File: src/rtl/serial_pkg.sv
// Shared types and constants for the serial receive path.
package serial_pkg;

  localparam int   DATA_BITS  = 8;
  localparam logic IDLE_LEVEL = 1'b1;

  typedef enum logic [2:0] {
    IDLE,
    START,
    DATA,
    PARITY,
    STOP,
    BREAK
  } rx_state_e;

endpackage

File: src/rtl/sync2.sv
// Two-flop synchroniser for an asynchronous single-bit input.
// Both flops reset to RESET_LEVEL.
module sync2 #(
  parameter logic RESET_LEVEL = 1'b1
) (
  input  logic clk,
  input  logic rst_n,
  input  logic d,
  output logic q
);

  logic meta;

  always_ff @(posedge clk or negedge rst_n) begin
    if (!rst_n) begin
      meta <= RESET_LEVEL;
      q    <= RESET_LEVEL;
    end else begin
      meta <= d;
      q    <= meta;
    end
  end

endmodule

File: src/rtl/serial_rx.sv
// Serial byte receiver: start detect, mid-bit sampling, framing and parity checks.
// Optional even parity is compiled in with `define SERIAL_RX_PARITY_EN.
module serial_rx
  import serial_pkg::*;
#(
  parameter int CLKS_PER_BIT = 5208
) (
  input  logic       sysclk,
  input  logic       rst_n,
  input  logic       rx,
  output logic [7:0] data,
  output logic       valid,
  output logic       frame_err,
  output logic       parity_err,
  output logic       busy
);

  localparam logic [15:0] HALF_M1  = 16'(CLKS_PER_BIT / 2 - 1);
  localparam logic [15:0] FULL_M1  = 16'(CLKS_PER_BIT - 1);
  localparam logic [2:0]  LAST_IDX = 3'(DATA_BITS - 1);

  rx_state_e   state, state_next;
  logic        rx_s;
  logic [15:0] cnt;
  logic [2:0]  idx;
  logic [7:0]  shreg;
  logic        sample_pt;
  logic        valid_next, ferr_next;
  logic        par_bad;
`ifdef SERIAL_RX_PARITY_EN
  logic        perr_next, perr_q;
`endif

  sync2 #(.RESET_LEVEL(IDLE_LEVEL)) u_sync (
    .clk   (sysclk),
    .rst_n (rst_n),
    .d     (rx),
    .q     (rx_s)
  );

  // START samples at half a bit; later states sample at each full bit.
  always_comb begin
    sample_pt = 1'b0;
    case (state)
      START:              sample_pt = (cnt == HALF_M1);
      DATA, PARITY, STOP: sample_pt = (cnt == FULL_M1);
      default:            sample_pt = 1'b0;
    endcase
  end

  always_comb begin
    state_next = state;
    valid_next = 1'b0;
    ferr_next  = 1'b0;
`ifdef SERIAL_RX_PARITY_EN
    perr_next  = 1'b0;
`endif
    case (state)
      IDLE:  if (!rx_s) state_next = START;
      START: if (sample_pt) state_next = rx_s ? IDLE : DATA;
      DATA: begin
        if (sample_pt && idx == LAST_IDX) begin
`ifdef SERIAL_RX_PARITY_EN
          state_next = PARITY;
`else
          state_next = STOP;
`endif
        end
      end
`ifdef SERIAL_RX_PARITY_EN
      PARITY: if (sample_pt) state_next = STOP;
`endif
      STOP: begin
        if (sample_pt) begin
          if (rx_s) begin
            state_next = IDLE;
            valid_next = !par_bad;
`ifdef SERIAL_RX_PARITY_EN
            perr_next  = par_bad;
`endif
          end else begin
            // A low stop bit may be a break; wait for the line to recover.
            state_next = BREAK;
            ferr_next  = 1'b1;
`ifdef SERIAL_RX_PARITY_EN
            perr_next  = par_bad;
`endif
          end
        end
      end
      BREAK:   if (rx_s) state_next = IDLE;
      default: state_next = IDLE;
    endcase
  end

  always_ff @(posedge sysclk or negedge rst_n) begin
    if (!rst_n) begin
      state     <= IDLE;
      cnt       <= '0;
      idx       <= '0;
      shreg     <= '0;
      data      <= 8'h00;
      valid     <= 1'b0;
      frame_err <= 1'b0;
    end else begin
      state     <= state_next;
      valid     <= valid_next;
      frame_err <= ferr_next;
      if (state == IDLE || state == BREAK || sample_pt) cnt <= '0;
      else cnt <= cnt + 16'd1;
      if (state == IDLE) idx <= '0;
      else if (state == DATA && sample_pt) begin
        shreg[idx] <= rx_s;
        idx        <= idx + 3'd1;
      end
      if (valid_next) data <= shreg;
    end
  end

`ifdef SERIAL_RX_PARITY_EN
  // Even parity: the parity bit must equal the XOR of the data bits.
  always_ff @(posedge sysclk or negedge rst_n) begin
    if (!rst_n) begin
      par_bad <= 1'b0;
      perr_q  <= 1'b0;
    end else begin
      perr_q <= perr_next;
      if (state == IDLE) par_bad <= 1'b0;
      else if (state == PARITY && sample_pt) par_bad <= rx_s ^ (^shreg);
    end
  end
  assign parity_err = perr_q;
`else
  assign par_bad    = 1'b0;
  assign parity_err = 1'b0;
`endif

  assign busy = (state != IDLE);

endmodule

File: config.mk
export PLATFORM = sky130hd
export DESIGN_NAME = serial_rx
export DESIGN_NICKNAME = d
export VERILOG_FILES = /design/src/rtl/serial_pkg.sv /design/src/rtl/sync2.sv /design/src/rtl/serial_rx.sv
export SDC_FILE = /design/constraint.sdc
export NUM_CORES = 1
export LEC_CHECK = 0
export ABC_CLOCK_PERIOD_IN_PS = 3500
export CAP_MARGIN = 30
export CORE_UTILIZATION = 30
export DETAILED_ROUTE_END_ITERATION = 12
export GPL_ROUTABILITY_DRIVEN = 0
export SYNTH_ARGS = -nofsm -noshare
export SYNTH_HDL_FRONTEND = slang
export SYNTH_HIERARCHICAL = 1
export SYNTH_SLANG_ARGS = --single-unit
File: constraint.sdc
create_clock -name sysclk -period 3.5 [get_ports sysclk]
set_input_delay 0.35 -clock sysclk [delete_from_list [all_inputs] [get_ports sysclk]]
set_output_delay 0.35 -clock sysclk [all_outputs]
set_load 0.03 [all_outputs]
==> results.ini <==
[cts]
cts_tree = done
numCtsBuffers = 5
clk_path_buf_depth = 2
cts_root_buf = clkbuf_8
cts_setup_buffers = 0
cts.sinks = 42
clkTransAtPathRegs_ps = 90
cts_resized = 0
cts_hold_buf = 0
clock_latency_ps = 300
cts-htree-levels = 2

[grt]
grt_max_degree = 43
track_usage_pct = 11.9
busiest_layer = met2
grt_pass1_vias = 1448
antenna_found_initial = 0
met2_usage_pct = 17.7
grt_pass1_wl_mm = 6.85
grt_overflow = 0
use_met3_pct = 3.02
grt_util_met1_pct = 16.7

[synthesis]
async_flop_share_pct = 100
synth-simple-area-share_pct = 22.9
synth_nets = 195
synthAdderAreaFrac_pct = 1.80
syn_area_per_cell_um2 = 11.0
yosysSeqAreaShare_pct = 50.5
ys_ff_latch = 42
synthDistinctLibCells = 45
syn_area_um2 = 2090
synth_edf_count = 0
synth_flop_cell = dfrtp_1
yosysWarnings = 6
synth_compound_area_share_pct = 7.79
synth_top_family_by_area = simple AND/OR/NAND/NOR gates
synthMuxAreaShare_pct = 8.81
synth_cells = 189
synth-xor-area-share_pct = 5.04

[die]
design.die.area_um2 = 7290
rows = 30
die_h_um = 85.4
die_w_um = 85.4
initial_core_util_pct = 30.9
core_um2 = 6760
ios = 15

[detailed_routing]
totalWireLength_mm = 3.94
vias_per_cell = 5.35
routedWlPerCell_um = 14.0
drtIter0Drc = 120
vias = 1510
drtPass1Iterations = 4
ant_nets = 0
drc_errors = 0

[setup_path]
rrSetupSlack_ps = 1160
crit_path_end = data[5]
path_max_fanout = 13
cp-end-kind = register
path_class = register to register
rr_endpoint = data[5]
r2r_cells = 5
crit_path_start = cnt[0]
rr_startpoint = cnt[0]
worstPathRequired_ps = 3690
startpoint_type = register
crit_arrival_ps = 2530

[sta]
slew_headroom_pct = 40.8
slew_viol_final = 0
worstMarginPinSlew_ps = 889
layout_setup_ws_ps = 1160
hold_violations = 0
finalSetupTns_ps = 0
whs_ps = 163
fmax_mhz = 427
skew_ps = 12.9
period_share_pct = 66.9
rsz0062_at_grt = no
period_minus_slack_ps = 2340
setup_viol = 0

[placed_design]
dpl_cell_area_um2 = 2280
dp.final_hpwl_mm = 2.70
io_buffers = 13
pre_cts_ws_ps = 1190

[power]
vdd_drop_max_v = 0.000122
p_clk_share_pct = 38.3
p_seq_share_pct = 60.2
leakage_nw = 1.00
p_int_uw = 629
power_frac_comb_pct = 1.5
power.switching_uw = 183
swShare_pct = 22.5
p_per_area_nw_per_um2 = 343

[layout]
drive_gt1_share_pct = 15.8
syn2layout_area_growth_pct = 13.5
nets = 207
design_area_um2 = 2370
final-seq-area_um2 = 1050
fill_cells = 682
postLayoutCoreUtil_pct = 35.1
multiInputGateArea_um2 = 971
diodes = 0

[flow_run]
maxCapViolCount = 0

[status]
outcome = completed

[min_path]
hp-class = primary input to asynchronous set/reset pin

==> placed cells by master (no fill, tap or decap), types with 3 or more instances in the layout <==
cell type and n:
dfrtp_1 40, nor3_1 20, mux2_2 15, clkdlybuf4s50_1 12
nand3_1 9, nand4_1 9, nand2_1 8, nor2_1 6
xnor2_1 6, xor2_1 6, clkbuf_8 5, nor4_1 4
inv_1 3, and4_1 3, o21ai_0 3, nand4b_1 3
nor2b_1 3, or4_1 3, o211ai_1 3, ha_1 3
buf_4 3
==> metal layers <==
metal,share of wire (%),vias up
li1,-,734
met3,4.0,5
met4,1.5,0
met1,50,735
met2,44,36
met5,0,-
==> cells in the mapped netlist, types with 3 or more instances <==
library cell  instances  area [um^2]
nand3_1               9         45.0
nand4_1               9         56.3
xnor2_1               6         52.6
o21ai_0               3         15.0
and4_1                3         26.3
xor2_1                6         52.6
clkbuf_1              5         18.8
buf_2                 5         25.0
o211ai_1              3         22.5
nand4b_1              3         26.3
nand2_1               8         30.0
nor3_1               20          100
nor2_1                6         22.5
dfrtp_1              40         1000
inv_1                 3         11.3
nor2b_1               3         18.8
nor4_1                4         25.0
ha_1                  3         37.5
mux2_2               15          169
or4_1                 3         22.5
==> cell type report <==
| cell class | count | share of cell area (%) |
|---|---|---|
| flip-flops and latches | 42 | 44.5 |
| multi-input cells | 133 | 41.0 |
| repair buffers | 16 | 6.23 |
| well taps | 80 | 4.22 |
| clock buffers | 6 | 3.06 |
| clock inverters | 2 | 0.581 |
| inverters | 3 | 0.475 |
==> power groups by stage <==
| stage | combinational, mW | clock, mW | sequential (mW) |
|---|---|---|---|
| detailed placement | 0.0133 | 0 | 0.499 |
| global route | 0.0148 | 0.337 | 0.490 |
| floorplan | 0.00397 | 0 | 0.497 |
| finish | 0.0123 | 0.311 | 0.489 |
| global placement | 0.0133 | 0 | 0.499 |
| CTS | 0.0133 | 0.321 | 0.489 |
==> worst max-delay path, cell delays in order (launching register included) <==
cell and delay (ps):
dfrtp_1 410, ha_1 310, nor2b_1 210, and4_1 480, o2111ai_2 430, mux2_2 390
==> registers in the layout, summed over array words and instances, names as in the netlist <==
register	cells
cnt	16
u_sync/meta	1
frame_err	1
shreg	8
idx	3
valid	1
state	3
data	8
u_sync/q	1
==> logic make-up after synthesis <==
kind of cell,Yosys count
xor+xnor,12
fa+ha+maj,3
other cells,1
simple gates,80
flops,42
buf+inv,14
mux,16
compound gates,21
==> how the worst min path moves through the flow <==
| stage | start | endpoint | depth (start not counted) |
|---|---|---|---|
| 2_1_floorplan | rst_n | cnt[0] | 0 |
| 3_3_place_gp | u_sync/meta | u_sync/q | 0 |
| 3_5_place_dp | u_sync/meta | u_sync/q | 0 |
| 4_1_cts | rst_n | data[3] | 1 |
| 5_1_grt | rst_n | data[3] | 1 |
| 6_report | rst_n | shreg[3] | 1 |
==> stage by stage <==
step,power (mW),cells
4_1_cts,0.823,282
2_1_floorplan,0.501,189
3_5_place_dp,0.512,274
3_3_place_gp,0.512,274
5_1_grt,0.842,282
6_report,0.812,282
Power figures use the tool's default switching activity.
